$ cat src/rtl/i2c_command_sequencer_pkg.sv
// Shared types and constants for the camera I2C command sequencer.
// Startup table contents, table entry layout and sequencer state encoding.
package i2c_command_sequencer_pkg;

  typedef struct packed {
    logic [7:0]  reg_addr;
    logic [15:0] data;
  } i2c_entry_t;

  localparam int unsigned I2C_INIT_LEN = 7;

  localparam i2c_entry_t I2C_INIT_0 = '{reg_addr: 8'h23, data: 16'h0033};
  localparam i2c_entry_t I2C_INIT_1 = '{reg_addr: 8'h22, data: 16'h0033};
  localparam i2c_entry_t I2C_INIT_2 = '{reg_addr: 8'h04, data: 16'h09FF};
  localparam i2c_entry_t I2C_INIT_3 = '{reg_addr: 8'h03, data: 16'h077F};
  localparam i2c_entry_t I2C_INIT_4 = '{reg_addr: 8'h01, data: 16'h0038};
  localparam i2c_entry_t I2C_INIT_5 = '{reg_addr: 8'h20, data: 16'h0060};
  localparam i2c_entry_t I2C_INIT_6 = '{reg_addr: 8'h1E, data: 16'h4146};

  typedef enum logic [1:0] {
    ST_IDLE   = 2'd0,
    ST_LOAD   = 2'd1,
    ST_ASSERT = 2'd2,
    ST_GAP    = 2'd3
  } seq_state_e;

  function automatic i2c_entry_t init_entry(input logic [2:0] idx);
    case (idx)
      3'd0:    return I2C_INIT_0;
      3'd1:    return I2C_INIT_1;
      3'd2:    return I2C_INIT_2;
      3'd3:    return I2C_INIT_3;
      3'd4:    return I2C_INIT_4;
      3'd5:    return I2C_INIT_5;
      3'd6:    return I2C_INIT_6;
      default: return I2C_INIT_0;
    endcase
  endfunction

endpackage

$ cat src/rtl/i2c_cmd_fifo.sv
// Small synchronous FIFO holding host register/data writes.
// Depth must be a power of two (>= 2); simultaneous push and pop is allowed when full.
module i2c_cmd_fifo #(
  parameter int unsigned Depth = 4,
  parameter int unsigned Width = 24
) (
  input  logic             clk,
  input  logic             reset,
  input  logic             push,
  input  logic [Width-1:0] wr_data,
  input  logic             pop,
  output logic [Width-1:0] rd_data,
  output logic             full,
  output logic             empty
);

  localparam int unsigned AW = $clog2(Depth);
  localparam int unsigned CW = AW + 1;

  logic [Width-1:0] mem_q [Depth];
  logic [Width-1:0] mem_d [Depth];
  logic [AW-1:0]    wr_ptr_q, wr_ptr_d;
  logic [AW-1:0]    rd_ptr_q, rd_ptr_d;
  logic [CW-1:0]    count_q, count_d;
  logic             do_push, do_pop;

  assign full    = (count_q == CW'(Depth));
  assign empty   = (count_q == '0);
  assign rd_data = mem_q[rd_ptr_q];
  assign do_pop  = pop && !empty;
  assign do_push = push && (!full || do_pop);

  always_comb begin
    mem_d    = mem_q;
    wr_ptr_d = wr_ptr_q;
    rd_ptr_d = rd_ptr_q;
    if (do_push) begin
      mem_d[wr_ptr_q] = wr_data;
      wr_ptr_d        = wr_ptr_q + AW'(1);
    end
    if (do_pop) begin
      rd_ptr_d = rd_ptr_q + AW'(1);
    end
    count_d = count_q + CW'(do_push) - CW'(do_pop);
  end

  always_ff @(posedge clk or posedge reset) begin
    if (reset) begin
      mem_q    <= '{default: '0};
      wr_ptr_q <= '0;
      rd_ptr_q <= '0;
      count_q  <= '0;
    end else begin
      mem_q    <= mem_d;
      wr_ptr_q <= wr_ptr_d;
      rd_ptr_q <= rd_ptr_d;
      count_q  <= count_d;
    end
  end

endmodule

$ cat src/rtl/i2c_command_sequencer.sv
// Replays the camera startup register table, then serves queued host writes to the I2C engine.
// Host queue and handshake exist only when I2C_HOST_QUEUE_EN is defined.
module i2c_command_sequencer
  import i2c_command_sequencer_pkg::*;
#(
  parameter int unsigned HoldCycles = 16,
  parameter int unsigned TxnCycles  = 420000,
  parameter int unsigned QueueDepth = 4
) (
  input  logic        clk,
  input  logic        reset,
  input  logic        start,
  input  logic        host_cmd_valid,
  output logic        host_cmd_ready,
  input  logic [7:0]  host_cmd_register,
  input  logic [15:0] host_cmd_data,
  output logic        send_special_i2c_command,
  output logic [7:0]  special_i2c_command_register,
  output logic [15:0] special_i2c_command_data,
  output logic        busy,
  output logic        init_done
);

  localparam int unsigned CntMax = (HoldCycles > TxnCycles) ? HoldCycles : TxnCycles;
  localparam int unsigned CntW   = $clog2(CntMax + 1);

  localparam logic [1:0] S_IDLE   = ST_IDLE;
  localparam logic [1:0] S_LOAD   = ST_LOAD;
  localparam logic [1:0] S_ASSERT = ST_ASSERT;
  localparam logic [1:0] S_GAP    = ST_GAP;
  localparam logic [2:0] IdxLast  = 3'(I2C_INIT_LEN - 1);

  logic [1:0]      state_q, state_d;
  logic [CntW-1:0] cnt_q, cnt_d;
  logic [2:0]      idx_q, idx_d;
  logic            table_active_q, table_active_d;
  logic            from_table_q, from_table_d;
  logic            init_done_q, init_done_d;
  logic            strobe_q, strobe_d;
  logic            busy_q, busy_d;
  logic [7:0]      reg_q, reg_d;
  logic [15:0]     data_q, data_d;

  logic            q_empty;
  logic            q_pop;
  i2c_entry_t      q_head;
  i2c_entry_t      load_entry;
  logic            start_ok;
  logic            last_entry;

`ifdef I2C_HOST_QUEUE_EN
  logic q_full;
  logic q_push;

  assign host_cmd_ready = !q_full || q_pop;
  assign q_push         = host_cmd_valid && host_cmd_ready;

  i2c_cmd_fifo #(
    .Depth (QueueDepth),
    .Width ($bits(i2c_entry_t))
  ) u_fifo (
    .clk     (clk),
    .reset   (reset),
    .push    (q_push),
    .wr_data ({host_cmd_register, host_cmd_data}),
    .pop     (q_pop),
    .rd_data (q_head),
    .full    (q_full),
    .empty   (q_empty)
  );
`else
  logic unused_host_c;

  assign host_cmd_ready = 1'b0;
  assign q_empty        = 1'b1;
  assign q_head         = '0;
  assign unused_host_c  = ^{host_cmd_valid, host_cmd_register, host_cmd_data, q_pop};
`endif

  assign start_ok   = start && !init_done_q && !table_active_q;
  assign last_entry = (idx_q == IdxLast);

  // Next-state logic; GAP falls straight through to LOAD when work is pending so writes stay back-to-back.
  always_comb begin
    state_d        = state_q;
    cnt_d          = cnt_q;
    idx_d          = idx_q;
    table_active_d = table_active_q;
    from_table_d   = from_table_q;
    init_done_d    = init_done_q;
    reg_d          = reg_q;
    data_d         = data_q;
    q_pop          = 1'b0;
    load_entry     = from_table_q ? init_entry(idx_q) : q_head;

    case (state_q)
      S_IDLE: begin
        if (table_active_q) begin
          state_d      = S_LOAD;
          from_table_d = 1'b1;
        end else if (start_ok) begin
          table_active_d = 1'b1;
          idx_d          = 3'd0;
        end else if (!q_empty) begin
          state_d      = S_LOAD;
          from_table_d = 1'b0;
        end
      end
      S_LOAD: begin
        reg_d   = load_entry.reg_addr;
        data_d  = load_entry.data;
        q_pop   = !from_table_q;
        state_d = S_ASSERT;
        cnt_d   = CntW'(HoldCycles - 1);
      end
      S_ASSERT: begin
        if (cnt_q == '0) begin
          state_d = S_GAP;
          cnt_d   = CntW'(TxnCycles - 1);
        end else begin
          cnt_d = cnt_q - CntW'(1);
        end
      end
      S_GAP: begin
        if (cnt_q != '0) begin
          cnt_d = cnt_q - CntW'(1);
        end else begin
          if (from_table_q) begin
            if (last_entry) begin
              table_active_d = 1'b0;
              init_done_d    = 1'b1;
            end else begin
              idx_d = idx_q + 3'd1;
            end
          end
          if (from_table_q ? !last_entry : table_active_q) begin
            state_d      = S_LOAD;
            from_table_d = 1'b1;
          end else if (!q_empty) begin
            state_d      = S_LOAD;
            from_table_d = 1'b0;
          end else begin
            state_d = S_IDLE;
          end
        end
      end
      default: state_d = S_IDLE;
    endcase

    strobe_d = (state_d == S_ASSERT);
    busy_d   = (state_d != S_IDLE);
  end

  always_ff @(posedge clk or posedge reset) begin
    if (reset) begin
      state_q        <= S_IDLE;
      cnt_q          <= '0;
      idx_q          <= 3'd0;
      table_active_q <= 1'b0;
      from_table_q   <= 1'b0;
      init_done_q    <= 1'b0;
      strobe_q       <= 1'b0;
      busy_q         <= 1'b0;
      reg_q          <= 8'h00;
      data_q         <= 16'h0000;
    end else begin
      state_q        <= state_d;
      cnt_q          <= cnt_d;
      idx_q          <= idx_d;
      table_active_q <= table_active_d;
      from_table_q   <= from_table_d;
      init_done_q    <= init_done_d;
      strobe_q       <= strobe_d;
      busy_q         <= busy_d;
      reg_q          <= reg_d;
      data_q         <= data_d;
    end
  end

  assign send_special_i2c_command     = strobe_q;
  assign special_i2c_command_register = reg_q;
  assign special_i2c_command_data     = data_q;
  assign busy                         = busy_q;
  assign init_done                    = init_done_q;

endmodule

$ cat config.mk
export PLATFORM = sky130hd
export DESIGN_NAME = i2c_command_sequencer
export DESIGN_NICKNAME = d
export VERILOG_FILES = /design/src/rtl/i2c_command_sequencer_pkg.sv /design/src/rtl/i2c_cmd_fifo.sv /design/src/rtl/i2c_command_sequencer.sv
export SDC_FILE = /design/constraint.sdc
export NUM_CORES = 1
export LEC_CHECK = 0
export CAP_MARGIN = 20
export CORE_ASPECT_RATIO = 0.7
export CORE_MARGIN = 2
export CORE_UTILIZATION = 52
export CTS_BUF_LIST = sky130_fd_sc_hd__clkbuf_4 sky130_fd_sc_hd__clkbuf_8
export CTS_CLUSTER_DIAMETER = 100
export DETAILED_ROUTE_END_ITERATION = 8
export PLACE_DENSITY = 0.79
export SLEW_MARGIN = 40
export SYNTH_ARGS = -nofsm -noshare
export SYNTH_HDL_FRONTEND = slang
export SYNTH_SLANG_ARGS = --single-unit
$ cat constraint.sdc
create_clock -name clk -period 3.9 [get_ports clk]
set_input_delay 0.585 -clock clk [delete_from_list [all_inputs] [get_ports clk]]
set_output_delay 0.585 -clock clk [all_outputs]
set_load 0.02 [all_outputs]
=== After elaboration in Yosys (flattened, before gate mapping) ===
Cells that the tools add are included.

* Output and inout port bits: 28
* Memory bits (read-only): 0
* Latch bits: 0
* Input bits: 28
* Memories kept: 0
* Register bits: 53
* RAM bits: 0
* Word-level logic and storage cells: 75

* Shifts and indexed selects: 0
* Order comparisons: 0
* $add $sub $neg: 2
* Eq/ne operators: 19
* Multipliers: 0
* Divide/modulo/power cells: 0
* Mux-type cells: 27
* Bitwise operators: 1
* Reductions and logical operators: 16

{| class="wikitable"
|+ Operators with widths
! kind !! count
|-
| $pmux 22 s6 || 1
|-
| $pmux 19 s3 || 1
|-
| $mux 19 || 2
|-
| $mux 24 || 1
|-
| $logic_not 19->1 || 1
|-
| $reduce_bool 19->1 || 1
|-
| $sub 19x1->19 const B || 1
|-
| $ne 2x2->1 const B || 9
|-
| $mux 3 || 5
|-
| $reduce_and 4->1 || 3
|-
| $mux 1 || 10
|-
| $eq 3x3->1 const B || 3
|-
| $pmux 2 s4 || 1
|-
| $eq 2x2->1 const B || 3
|-
| $eq 3x2->1 const B || 2
|-
| $mux 2 || 3
|-
| $pmux 3 s2 || 1
|-
| $reduce_and 6->1 || 1
|-
| $pmux 1 s2 || 2
|-
| $reduce_bool 2->1 || 2
|-
| $add 3x1->3 const B || 1
|-
| $eq 3x1->1 const B || 1
|-
| $logic_not 1->1 || 3
|-
| $reduce_bool 3->1 || 1
|-
| other kinds (5) || 6
|}

=== Longest topological paths before layout ===
Gate-level depths: netlist of run 1.

* Depth in word-level cells: 7
* Depth in mapped cells: 8
* Gate-level depth less buffers: 8

=== Worst setup path before layout of run 1 ===
No wires, ideal clock.

* Path kind: reg-to-reg
* From: register cnt_q[0]
* To: register cnt_q[16]
* Setup slack: 1.843 ns
* Data arrival time: 1.939 ns
* Cell stages (with the launch flop): 9
* Period minus slack after synthesis: 2.057 ns
* Path buffers: 1
* Library setup time: 0.118 ns
* Required time: 3.782 ns
* Cells stage by stage: dfrtp_1 -> inv_1 -> ha_1 -> or3b_2 -> clkbuf_1 -> nor4_2 -> nand2_1 -> a21o_1 -> a21o_1

* Word-level cells in the longest chain between the ends: 3
* Elaborated cells between the ends (all ways): 8
* Classes of those cells: add/sub (1); eq/ne (1); mux (3); reduce/logical (3)

{| class="wikitable"
|+ RTL lines
! what !! RTL line !! source
|-
| start: declaration || i2c_command_sequencer.sv:34 || <nowiki>logic [CntW-1:0] cnt_q, cnt_d;</nowiki>
|-
| start signal: assignment || i2c_command_sequencer.sv:168 || <nowiki>cnt_q <= cnt_d;</nowiki>
|-
| $sub 19x1->19 (tied with other cells) || i2c_command_sequencer.sv:121, i2c_command_sequencer.sv:126 ||
|-
| $mux 19 (tied with other cells) || i2c_command_sequencer.sv:125 || <nowiki>if (cnt_q != '0) begin</nowiki>
|-
| $pmux 19 s3 / $reduce_and 2->1 (equally long branches) || -- ||
|}

Several ways; a longest one is shown, not always the timed one. The select of a mux whose other input is x is not followed.
A chain may end at the register's enable or synchronous reset.

=== Final worst setup path of run 1 ===
* From: register cnt_q[0]
* To: register idx_q[1]

* Word-level cells in the longest chain between the ends: 3

{| class="wikitable"
|+ RTL lines
! what !! RTL line !! source
|-
| $reduce_bool 19->1 || i2c_command_sequencer.sv:125 ||
|-
| $ne 2x2->1 (no source line) || -- ||
|-
| $reduce_and 6->1 (no source line) || -- ||
|-
| end signal: assignment || i2c_command_sequencer.sv:169 || <nowiki>idx_q <= idx_d;</nowiki>
|-
| end: declaration || i2c_command_sequencer.sv:35 || <nowiki>logic [2:0] idx_q, idx_d;</nowiki>
|}

Every way passes these cells.

==> results of run 1 <==
-- synth_stat cells (2+ instances only) --
cell type   n
dfrtp_1    43
nor3_1      8
nor2_1     19
mux2i_1     2
o21a_1      3
clkbuf_1   10
a21oi_1    21
a311oi_1    2
a21o_1      7
a22o_1      3
inv_1      15
ha_1        7
o21ai_0    25
or3_1       2
buf_4      11
a41oi_1     2
nor4_2      2
nor4_1      5
nand2b_1    6
nand3_1     7
or4_1       2
a211o_1     2
o22ai_1     5
or4_4       2
a211oi_1    3
a31oi_1     5
nand2_1    26
mux2_2      2
-- cells by family (layout without fill, tap and decap cells) --
logic type               Yosys count  count (layout)  synth area share
AO/OA/AOI/OAI                     87              87            0.2323
adder cells (fa/ha/maj)            7               7           0.03653
buffers and inverters             37              50           0.07516
flip-flops                        43              43            0.4489
multiplexers                       4               4           0.01774
other                              1               6          0.001564
AND/OR/NAND/NOR                   87              87            0.1879
-- flip-flops by register name (all words and copies together), names as in the netlist --
signal,cells
special_i2c_command_register,5
send_special_i2c_command,1
busy,1
idx_q,3
init_done,1
from_table_q,1
state_q,2
table_active_q,1
cnt_q,19
special_i2c_command_data,9
-- worst min-delay path: stages (launching register included) --
cell and delay [ps]:
dfrtp_1 350, nand2_1 50, nand2_1 50
-- metal layers --
| layer | share of wire | vias up | track usage |
|---|---|---|---|
| li1 | - | 973 | - |
| met1 | 0.49 | 1011 | 0.3488 |
| met2 | 0.41 | 95 | 0.3337 |
| met3 | 0.087 | 9 | 0.05306 |
| met4 | 0.011 | 0 | 0.06349 |
| met5 | 0 | - | 0 |
-- cell type report --
class / instances / share of cell area
clock buffers: 6 / 0.03016
clock inverters: 2 / 0.01280
inverters: 16 / 0.02194
multi-input cells: 191 / 0.4237
flip-flops and latches: 43 / 0.3931
well taps: 55 / 0.02514
repair buffers: 26 / 0.09324
-- cells in the final DEF (no fill, tap or decap), types with 6 or more instances in the layout --
| cell type | netlist | final |
|---|---|---|
| clkdlybuf4s50_1 | 0 | 24 |
| clkbuf_8 | 0 | 6 |
| nand3_1 | 7 | 7 |
| nand2_1 | 26 | 26 |
| nand2b_1 | 6 | 6 |
| o21ai_0 | 25 | 25 |
| dfrtp_1 | 43 | 43 |
| nor2_1 | 19 | 19 |
| nor3_1 | 8 | 8 |
| a21oi_1 | 21 | 21 |
| ha_1 | 7 | 7 |
| conb_1 | 1 | 6 |
| a21o_1 | 7 | 7 |
| inv_1 | 15 | 14 |
-- where the power goes --
part,leakage (uW),switching (uW),internal (uW)
combinational,0.000649,14.3,2.61
clock,0.0000612,156,207
sequential,0.000522,0,445
total,0.00123,171,655
-- path summary, 6_finish.rpt --
path                                                               from                                      end
worst max-delay path                               cnt_q[0]$_DFFE_PP0P_                     idx_q[1]$_DFFE_PP0P_
worst min-delay path            special_i2c_command_data[5]$_DFFE_PP0N_  special_i2c_command_data[5]$_DFFE_PP0N_
worst max register to register                     cnt_q[0]$_DFFE_PP0P_                     idx_q[1]$_DFFE_PP0P_
worst min register to register  special_i2c_command_data[5]$_DFFE_PP0N_  special_i2c_command_data[5]$_DFFE_PP0N_
max in group asynchronous                                         reset                     cnt_q[3]$_DFFE_PP0P_
min in group asynchronous                                         reset                    cnt_q[12]$_DFFE_PP0P_
-- stage by stage --
step | total power, uW | std cells | hold WS [ps]
2_1_floorplan | 470.8 | 271 | 455.0
3_3_place_gp | 471.7 | 331 | 448.4
3_5_place_dp | 471.7 | 331 | 464.2
4_1_cts | 832.6 | 339 | 483.1
5_1_grt | 854.1 | 339 | 511.6
6_report | 825.8 | 339 | 479.2
==> flow_summary_export.csv, run 1 <==
group,metric,value,unit
status,status,"completed",
clock_tree,clock_sinks,43,
clock_tree,clk_pin_slew,80,ps
synthesis,async_reset_ff_frac,1.000,
power_and_ir_drop,ir_worst_vdd,168.8,uV
sta,slew_viol_final,0,
routing,firstDrtPassIters,5,
place,dpl_cell_area,2620,sq um
clock_tree,post_cts_buffers,0,
power_and_ir_drop,leakagePower,0.001233,uW
sta,post-route-period-util,0.6518,
worst_setup_path,ff2ff_setup_slack,1360,ps
floorplanning,core-area,4379,sq um
floorplanning,ios,56,
synthesis,ys_warn_count,0,
synthesis,yosys-top-cells-area,"dfrtp_1, o21ai_0, a21oi_1, nand2_1, ha_1",
worst_setup_path,cp.buffers_inverters,1,
synthesis,yosysSeqAreaShare,0.4489,
routing,detail_route.wirelength,5545,um
routing,drt-wirelength-per-cell,16.36,um
hold_path,holdPathStages,2,
sta,min_period,2542,ps
global_route,grt_pass1_vias,1858,
final_layout,area.sequential,1076,sq um
floorplanning,start_util,0.5474,
floorplanning,die_area,5178,sq um
place,io_buffers,24,
sta,finalSetupViolations,0,
routing,num_vias,2088,
sta,worst_pin_slew,687.4,ps
synthesis,ys_ff_latch,43,
clock_tree,cts_resized,0,
synthesis,ys_types,47,
worst_setup_path,start_kind,"flip-flop",
place,gp_congestion,0.8819,
synthesis,synth_area_per_cell,9.012,sq um
worst_setup_path,critPathSlowestCell,"nor4b_2",
clock_tree,cts_max_level,2,
sta,setup_tns,0,ps
worst_setup_path,crit_required,4090,ps
final_layout,nets,318,
power_and_ir_drop,power_density,301.7,nW/um^2
synthesis,syn_area,2397,sq um
final_layout,post-route-cell-area,2738,sq um
worst_setup_path,crit_family,"simple AND/OR/NAND/NOR gates",
sta,relSlewSlack,0.5406,
final_layout,multi_input_area,1160,sq um
sta,setup_slack,1358,ps
worst_setup_path,cp_cell_sequence,"inv_1, ha_1, nor4b_2, nand2_1, nor2_2, nand4_1, mux2_2",
final_layout,utilization,0.6251,
global_route,grt_max_degree,44,
worst_setup_path,crit_cells,7,
synthesis,yosysTopAreaCell,"dfrtp_1",
clock_tree,tritoncts,"done",
clock_tree,cts_hold_buffers,0,
sta,finClkSkew,5.454,ps
job,maxCapViolCount,0,
routing,antenna_left,0,
sta,hold_violations,0,
synthesis,synth_ff_type,"dfrtp_1",
routing,drtIter0Drc,243,
floorplanning,die_w,85.16,um
worst_setup_path,crit_path_end_kind,"flip-flop",
worst_setup_path,max_stage_delay,430,ps
routing,drc,0,
synthesis,synth_edf_count,0,
hold_path,worstHoldPathType,"reg -> reg",
worst_setup_path,path_class,"reg -> reg",
routing,vias_per_cell,6.159,
place,post-place-ws,1403,ps
floorplanning,rows,20,
global_route,grt_util_all_layers,0.2306,
global_route,antenna_found_initial,0,
final_layout,drive_above_1_share,0.07746,
clock_tree,clockRootBuffer,"clkbuf_8",
sta,fmax,393.4,MHz
worst_setup_path,rr_worst_depth,7,
clock_tree,clk_path_buf_depth,2,
final_layout,num-fill-cells,358,
floorplanning,die_y,60.81,um
clock_tree,clock_latency,300,ps
final_layout,antenna_cells,0,
place,hpwl,3900,um
clock_tree,numCtsBuffers,5,
synthesis,synth_top_area_frac,0.4489,
worst_setup_path,crit_arrival,2730,ps
synthesis,syn_inst,266,
final_layout,area_growth_syn_to_layout,14.20,%
worst_setup_path,crit_fanout,7,
global_route,grt.overflow.total,0,
global_route,grt_pass1_wl,9259,um
sta,grt_setup_unrepaired,"false",
Note: power is estimated with default switching activity, not from simulation.
==> inputs of run 2 (changes only) <==
Clock period 3.9 ns to 2.6 ns, I/O delays scaled along.
==> run 2 against run 1 <==
Sequential share of layout area decreased by 1.2 points. Clock skew increased by 2.8 ps. Die area unchanged. Non-clock buffer count increased by 7. Clock power increased by 72%. Critical endpoint is now cnt_q[16]$_DFFE_PP0P_. Fmax increased by 12%. Power increased by 60%. Largest cell class unchanged. Highest routed layer unchanged. Sequential power increased by 50%. Cell count increased by 2.1%. Core utilization increased by 1.9 points. Clock-buffer cell count unchanged. Cell area increased by 3.1%.
==> flow_summary_export.csv, run 2 (synthesis results as in run 1) <==
group,metric,value,unit
floorplanning,die_area,5178,sq um
routing,num_vias,2111,
clock_tree,cts_hold_buffers,0,
hold_path,worstHoldPathType,"reg -> reg",
routing,drt-wirelength-per-cell,16.27,um
final_layout,area_growth_syn_to_layout,17.69,%
global_route,grt_util_met1,0.3555,
global_route,grt_util_all_layers,0.2350,
worst_setup_path,max_stage_delay,570,ps
global_route,grt_max_degree,44,
floorplanning,die_w,85.16,um
worst_setup_path,cp_cell_sequence,"inv_1, ha_1, or3b_2, nor4_2, nand2_1, a21o_1, a21o_1",
sta,slew_viol_final,0,
global_route,grt_use_met3,0.04762,
worst_setup_path,crit_arrival,2460,ps
clock_tree,clockRootBuffer,"clkbuf_8",
final_layout,nets,325,
worst_setup_path,crit_fanout,8,
routing,drtIter0Drc,261,
floorplanning,start_util,0.5474,
worst_setup_path,crit_path_end_kind,"flip-flop",
routing,vias_per_cell,6.101,
power_and_ir_drop,ir_worst_vdd,341.6,uV
power_and_ir_drop,power_density,467.5,nW/um^2
global_route,grt_pass1_vias,1825,
worst_setup_path,path_class,"reg -> reg",
floorplanning,core-area,4379,sq um
final_layout,drive_above_1_share,0.1031,
sta,min_period,2260,ps
clock_tree,clk_path_buf_depth,2,
clock_tree,cts_max_level,2,
place,hpwl,4021,um
final_layout,largest_reg_flops,19,
final_layout,post-route-cell-area,2821,sq um
worst_setup_path,crit_required,2800,ps
sta,fmax,442.4,MHz
sta,finalSetupViolations,0,
clock_tree,numCtsBuffers,5,
clock_tree,clock_latency,310,ps
clock_tree,clk_pin_slew,80,ps
final_layout,layout_common_cells,"dfrtp_1, nand2_1, o21ai_0",
sta,setup_slack,339.7,ps
sta,grt_setup_unrepaired,"false",
routing,firstDrtPassIters,5,
global_route,busiest_layer,"met1",
worst_setup_path,critPathSlowestCell,"or3b_2",
floorplanning,ios,56,
global_route,grt_pass1_wl,9211,um
sta,post-route-period-util,0.8693,
final_layout,utilization,0.6443,
status,status,"completed",
routing,antenna_left,0,
job,maxCapViolCount,0,
final_layout,largest-register,"cnt_q",
sta,hold_violations,0,
clock_tree,clock_sinks,43,
floorplanning,die_y,60.81,um
place,dpl_cell_area,2676,sq um
worst_setup_path,start_kind,"flip-flop",
global_route,grt.overflow.total,0,
clock_tree,tritoncts,"done",
routing,detail_route.wirelength,5629,um
final_layout,antenna_cells,0,
place,gp_congestion,0.8914,
place,io_buffers,24,
sta,finClkSkew,8.219,ps
sta,relSlewSlack,0.4699,
final_layout,mostFrequentLayoutCell,"dfrtp_1",
floorplanning,rows,20,
sta,worst_hold_slack,470.3,ps
global_route,grt.met2_usage,0.3348,
worst_setup_path,cp_common_cell,"a21o_1",
power_and_ir_drop,leakagePower,0.001284,uW
global_route,antenna_found_initial,0,
sta,setup_tns,0,ps
sta,worst_pin_slew,795.1,ps
routing,drc,0,
place,post-place-ws,164.2,ps
==> run 2: critical path, delay by kind of cell, from the launching register on <==
kind | cells | cell delay (ps)
adders and majority gates | 1 | 200
and+or+nand+nor | 3 | 1070
DFF | 1 | 410
AOI/OAI and AO/OA | 2 | 370
buffers and inverters | 1 | 130
==> run 2: power breakdown <==
part | total [uW] | internal (uW) | switching, uW
clock | 626 | 394 | 232
sequential | 668 | 668 | 0
combinational | 24.9 | 3.92 | 21.0
total | 1320 | 1070 | 253
==> run 2: path summary, 6_finish.rpt <==
kind,endpoint,startpoint,cells past startpoint,slack (ps)
hold / removal,special_i2c_command_data[5]$_DFFE_PP0N_,special_i2c_command_data[5]$_DFFE_PP0N_,2,470
hold reg to reg,special_i2c_command_data[5]$_DFFE_PP0N_,special_i2c_command_data[5]$_DFFE_PP0N_,2,470
max in group asynchronous,cnt_q[0]$_DFFE_PP0P_,reset,3,1710
setup / recovery,cnt_q[16]$_DFFE_PP0P_,cnt_q[0]$_DFFE_PP0P_,7,340
min in group asynchronous,cnt_q[12]$_DFFE_PP0P_,reset,3,520
setup reg to reg,cnt_q[16]$_DFFE_PP0P_,cnt_q[0]$_DFFE_PP0P_,7,340
==> run 2: repair_timing <==
action                     CTS  global route
setup endpoints to repair    0             6
hold endpoints to repair     0             0
resized for setup            0             1
buffers inserted             0             0
==> run 2: routing by layer <==
metal	vias up	wire [um]
met5	-	0
met4	0	85
met3	7	438
met2	90	2319
met1	1017	2786
li1	997	-
==> run 2: metrics by stage <==
step           std cells  total power [uW]
2_1_floorplan        271             706.2
3_3_place_gp         338             707.3
3_5_place_dp         338             707.4
4_1_cts              346              1337
5_1_grt              346              1362
6_report             346              1319
==> run 2: final cells by class <==
class | count | area (sq um)
Clock buffer | 6 | 76.32
Clock inverter | 2 | 60.06
Fill cell | 359 | 1558
Inverter | 16 | 60.06
Multi-Input combinational cell | 191 | 1172
Sequential cell | 43 | 1076
Tap cell | 55 | 68.82
Timing Repair Buffer | 33 | 307.8
==> inputs of run 3 (changes only) <==
Settings changed: SETUP_SLACK_MARGIN from default to 0.4.
==> run 3 against run 2 <==
Sequential power about the same. Critical path depth down 2. Critical endpoint is now cnt_q[13]$_DFFE_PP0P_. First-iteration DRC count down 33%. Sequential share of layout area shrank 1.2 points. Sequential cell count stayed put. Critical path type unchanged. Worst hold slack about the same. Largest cell class unchanged. Non-clock buffer count rose by 5. Clock power about the same. Worst setup slack better by 120 ps.
==> flow_summary_export.csv, run 3 (synthesis results as in run 1) <==
group,metric,value,unit
power_and_ir_drop,power_density,452.0,nW/um^2
sta,grt_setup_unrepaired,"true",
worst_setup_path,ff2ff_setup_slack,460,ps
clock_tree,clock_sinks,43,
floorplanning,rows,20,
place,dpl_cell_area,2676,sq um
routing,num_vias,2117,
power_and_ir_drop,ir_worst_vdd,340.4,uV
clock_tree,cts_max_level,2,
clock_tree,clockRootBuffer,"clkbuf_8",
status,status,"completed",
sta,relSlewSlack,0.6322,
final_layout,antenna_cells,0,
routing,vias_per_cell,6.031,
worst_setup_path,crit_fanout,8,
hold_path,hp-start,"special_i2c_command_data[5]$_DFFE_PP0N_",
job,maxCapViolCount,0,
power_and_ir_drop,swShare,0.1905,
floorplanning,die_w,85.16,um
worst_setup_path,crit_required,2830,ps
floorplanning,start_util,0.5474,
global_route,grt_max_degree,44,
sta,worst_pin_slew,550.4,ps
floorplanning,die_area,5178,sq um
global_route,grt_util_all_layers,0.2356,
final_layout,area_growth_syn_to_layout,21.56,%
sta,post-route-period-util,0.8214,
final_layout,largest_reg_flops,19,
power_and_ir_drop,p_int,1066,uW
final_layout,mostFrequentLayoutCell,"dfrtp_1",
hold_path,worstHoldPathType,"reg -> reg",
final_layout,drive_above_1_share,0.1351,
power_and_ir_drop,leakagePower,0.001313,uW
floorplanning,ios,56,
worst_setup_path,crit_arrival,2370,ps
final_layout,layout_common_cells,"dfrtp_1, nand2_1, o21ai_0",
global_route,grt_pass1_wl,9218,um
floorplanning,core-area,4379,sq um
sta,finalSetupViolations,0,
power_and_ir_drop,p_sw,251.0,uW
worst_setup_path,worstReg2RegEnd,"cnt_q[13]$_DFFE_PP0P_",
clock_tree,clk_pin_slew,80,ps
floorplanning,die_y,60.81,um
sta,min_period,2136,ps
place,hpwl,4021,um
routing,antenna_left,0,
routing,detail_route.wirelength,5792,um
sta,slew_viol_final,0,
clock_tree,clock_latency,310,ps
routing,drtIter0Drc,174,
global_route,grt.overflow.total,0,
power_and_ir_drop,pwr-share-clk,0.474,
worst_setup_path,rr_worst_depth,5,
power_and_ir_drop,sequentialPowerShare,0.507,
sta,setup_tns,0,ps
worst_setup_path,start_kind,"flip-flop",
final_layout,nets,330,
place,gp_congestion,0.8914,
sta,hold_violations,0,
hold_path,holdPathEnd,"special_i2c_command_data[5]$_DFFE_PP0N_",
worst_setup_path,crit_path_end_kind,"flip-flop",
global_route,antenna_found_initial,0,
worst_setup_path,path_class,"reg -> reg",
sta,fmax,468.3,MHz
place,io_buffers,24,
routing,drt-wirelength-per-cell,16.50,um
global_route,grt_pass1_vias,1837,
clock_tree,numCtsBuffers,5,
power_and_ir_drop,combPwrFrac,0.019,
sta,finClkSkew,8.035,ps
final_layout,largest-register,"cnt_q",
hold_path,holdPathStages,2,
clock_tree,clk_path_buf_depth,2,
final_layout,post-route-cell-area,2914,sq um
routing,firstDrtPassIters,4,
clock_tree,tritoncts,"done",
routing,drc,0,
worst_setup_path,reg2reg_from,"cnt_q[6]$_DFFE_PP0P_",
run 3: cell types whose count changed in the layout (fill, tap and decap cells not counted), sizes merged:
cell and change:
buf +5
run 3: power by group through the flow:
stage | Clock (uW) | Sequential (uW) | Combinational, uW
2_1_floorplan | 0 | 681 | 24.8
3_3_place_gp | 0 | 681 | 25.9
3_5_place_dp | 0 | 681 | 26.0
4_1_cts | 643 | 668 | 26.0
5_1_grt | 665 | 668 | 29.2
6_report | 624 | 668 | 24.9
run 3: how the worst max path moves through the flow:
stage	cells past startpoint	startpoint	slack [ps]	end
detailed placement	8	cnt_q[0]$_DFFE_PP0P_	160	cnt_q[12]$_DFFE_PP0P_
global route	8	cnt_q[0]$_DFFE_PP0P_	300	cnt_q[6]$_DFFE_PP0P_
CTS	8	cnt_q[0]$_DFFE_PP0P_	430	cnt_q[12]$_DFFE_PP0P_
global placement	7	cnt_q[0]$_DFFE_PP0P_	70	cnt_q[6]$_DFFE_PP0P_
floorplan	8	cnt_q[0]$_DFFE_PP0P_	540	cnt_q[16]$_DFFE_PP0P_
finish	5	cnt_q[6]$_DFFE_PP0P_	460	cnt_q[13]$_DFFE_PP0P_
run 3: per-stage QoR:
| step | hold slack [ps] | std cells | total power (uW) | util | setup WS (ps) |
|---|---|---|---|---|---|
| after global placement | 451.2 | 338 | 707.3 | 0.6103 | 73.21 |
| after floorplan | 455.0 | 271 | 706.2 | - | 543.2 |
| final | 470.2 | 351 | 1317 | 0.6654 | 464.4 |
| after global routing | 499.1 | 351 | 1362 | 0.6654 | 297.8 |
| after CTS | 474.9 | 346 | 1337 | 0.6480 | 434.1 |
| after detailed placement | 455.9 | 338 | 707.4 | 0.6111 | 164.2 |
run 3: what timing repair did:
item                                    4_1_cts  5_1_grt
hold buffers                                  0        0
endpoints found under the setup margin       23       23
resized for setup                             4        7
pin swaps                                     0        3
setup buffers                                 0        5
run 3: cell type report:
cell class | count | area [sq um]
fill | 340 | 1465
clock buffer | 6 | 76.32
sequential | 43 | 1076
tap | 55 | 68.82
inverter | 16 | 60.06
multi-input combinational | 191 | 1227
clock inverter | 2 | 60.06
timing repair buffer | 38 | 345.3
run 3: routing by layer:
| metal | vias to the layer above | part of all wire | track usage |
|---|---|---|---|
| met4 | 0 | 0.0095 | 0.08844 |
| met2 | 89 | 0.41 | 0.3315 |
| met3 | 5 | 0.090 | 0.04762 |
| met5 | - | 0 | 0 |
| met1 | 1025 | 0.49 | 0.3589 |
| li1 | 998 | - | - |
run 3: worst max-delay path, stage by stage, from the launching register on:
cell      delay (ps)
dfrtp_1          480
or4_4            620
or4_4            560
a211oi_2         200
a21oi_1           60
o22ai_1          130
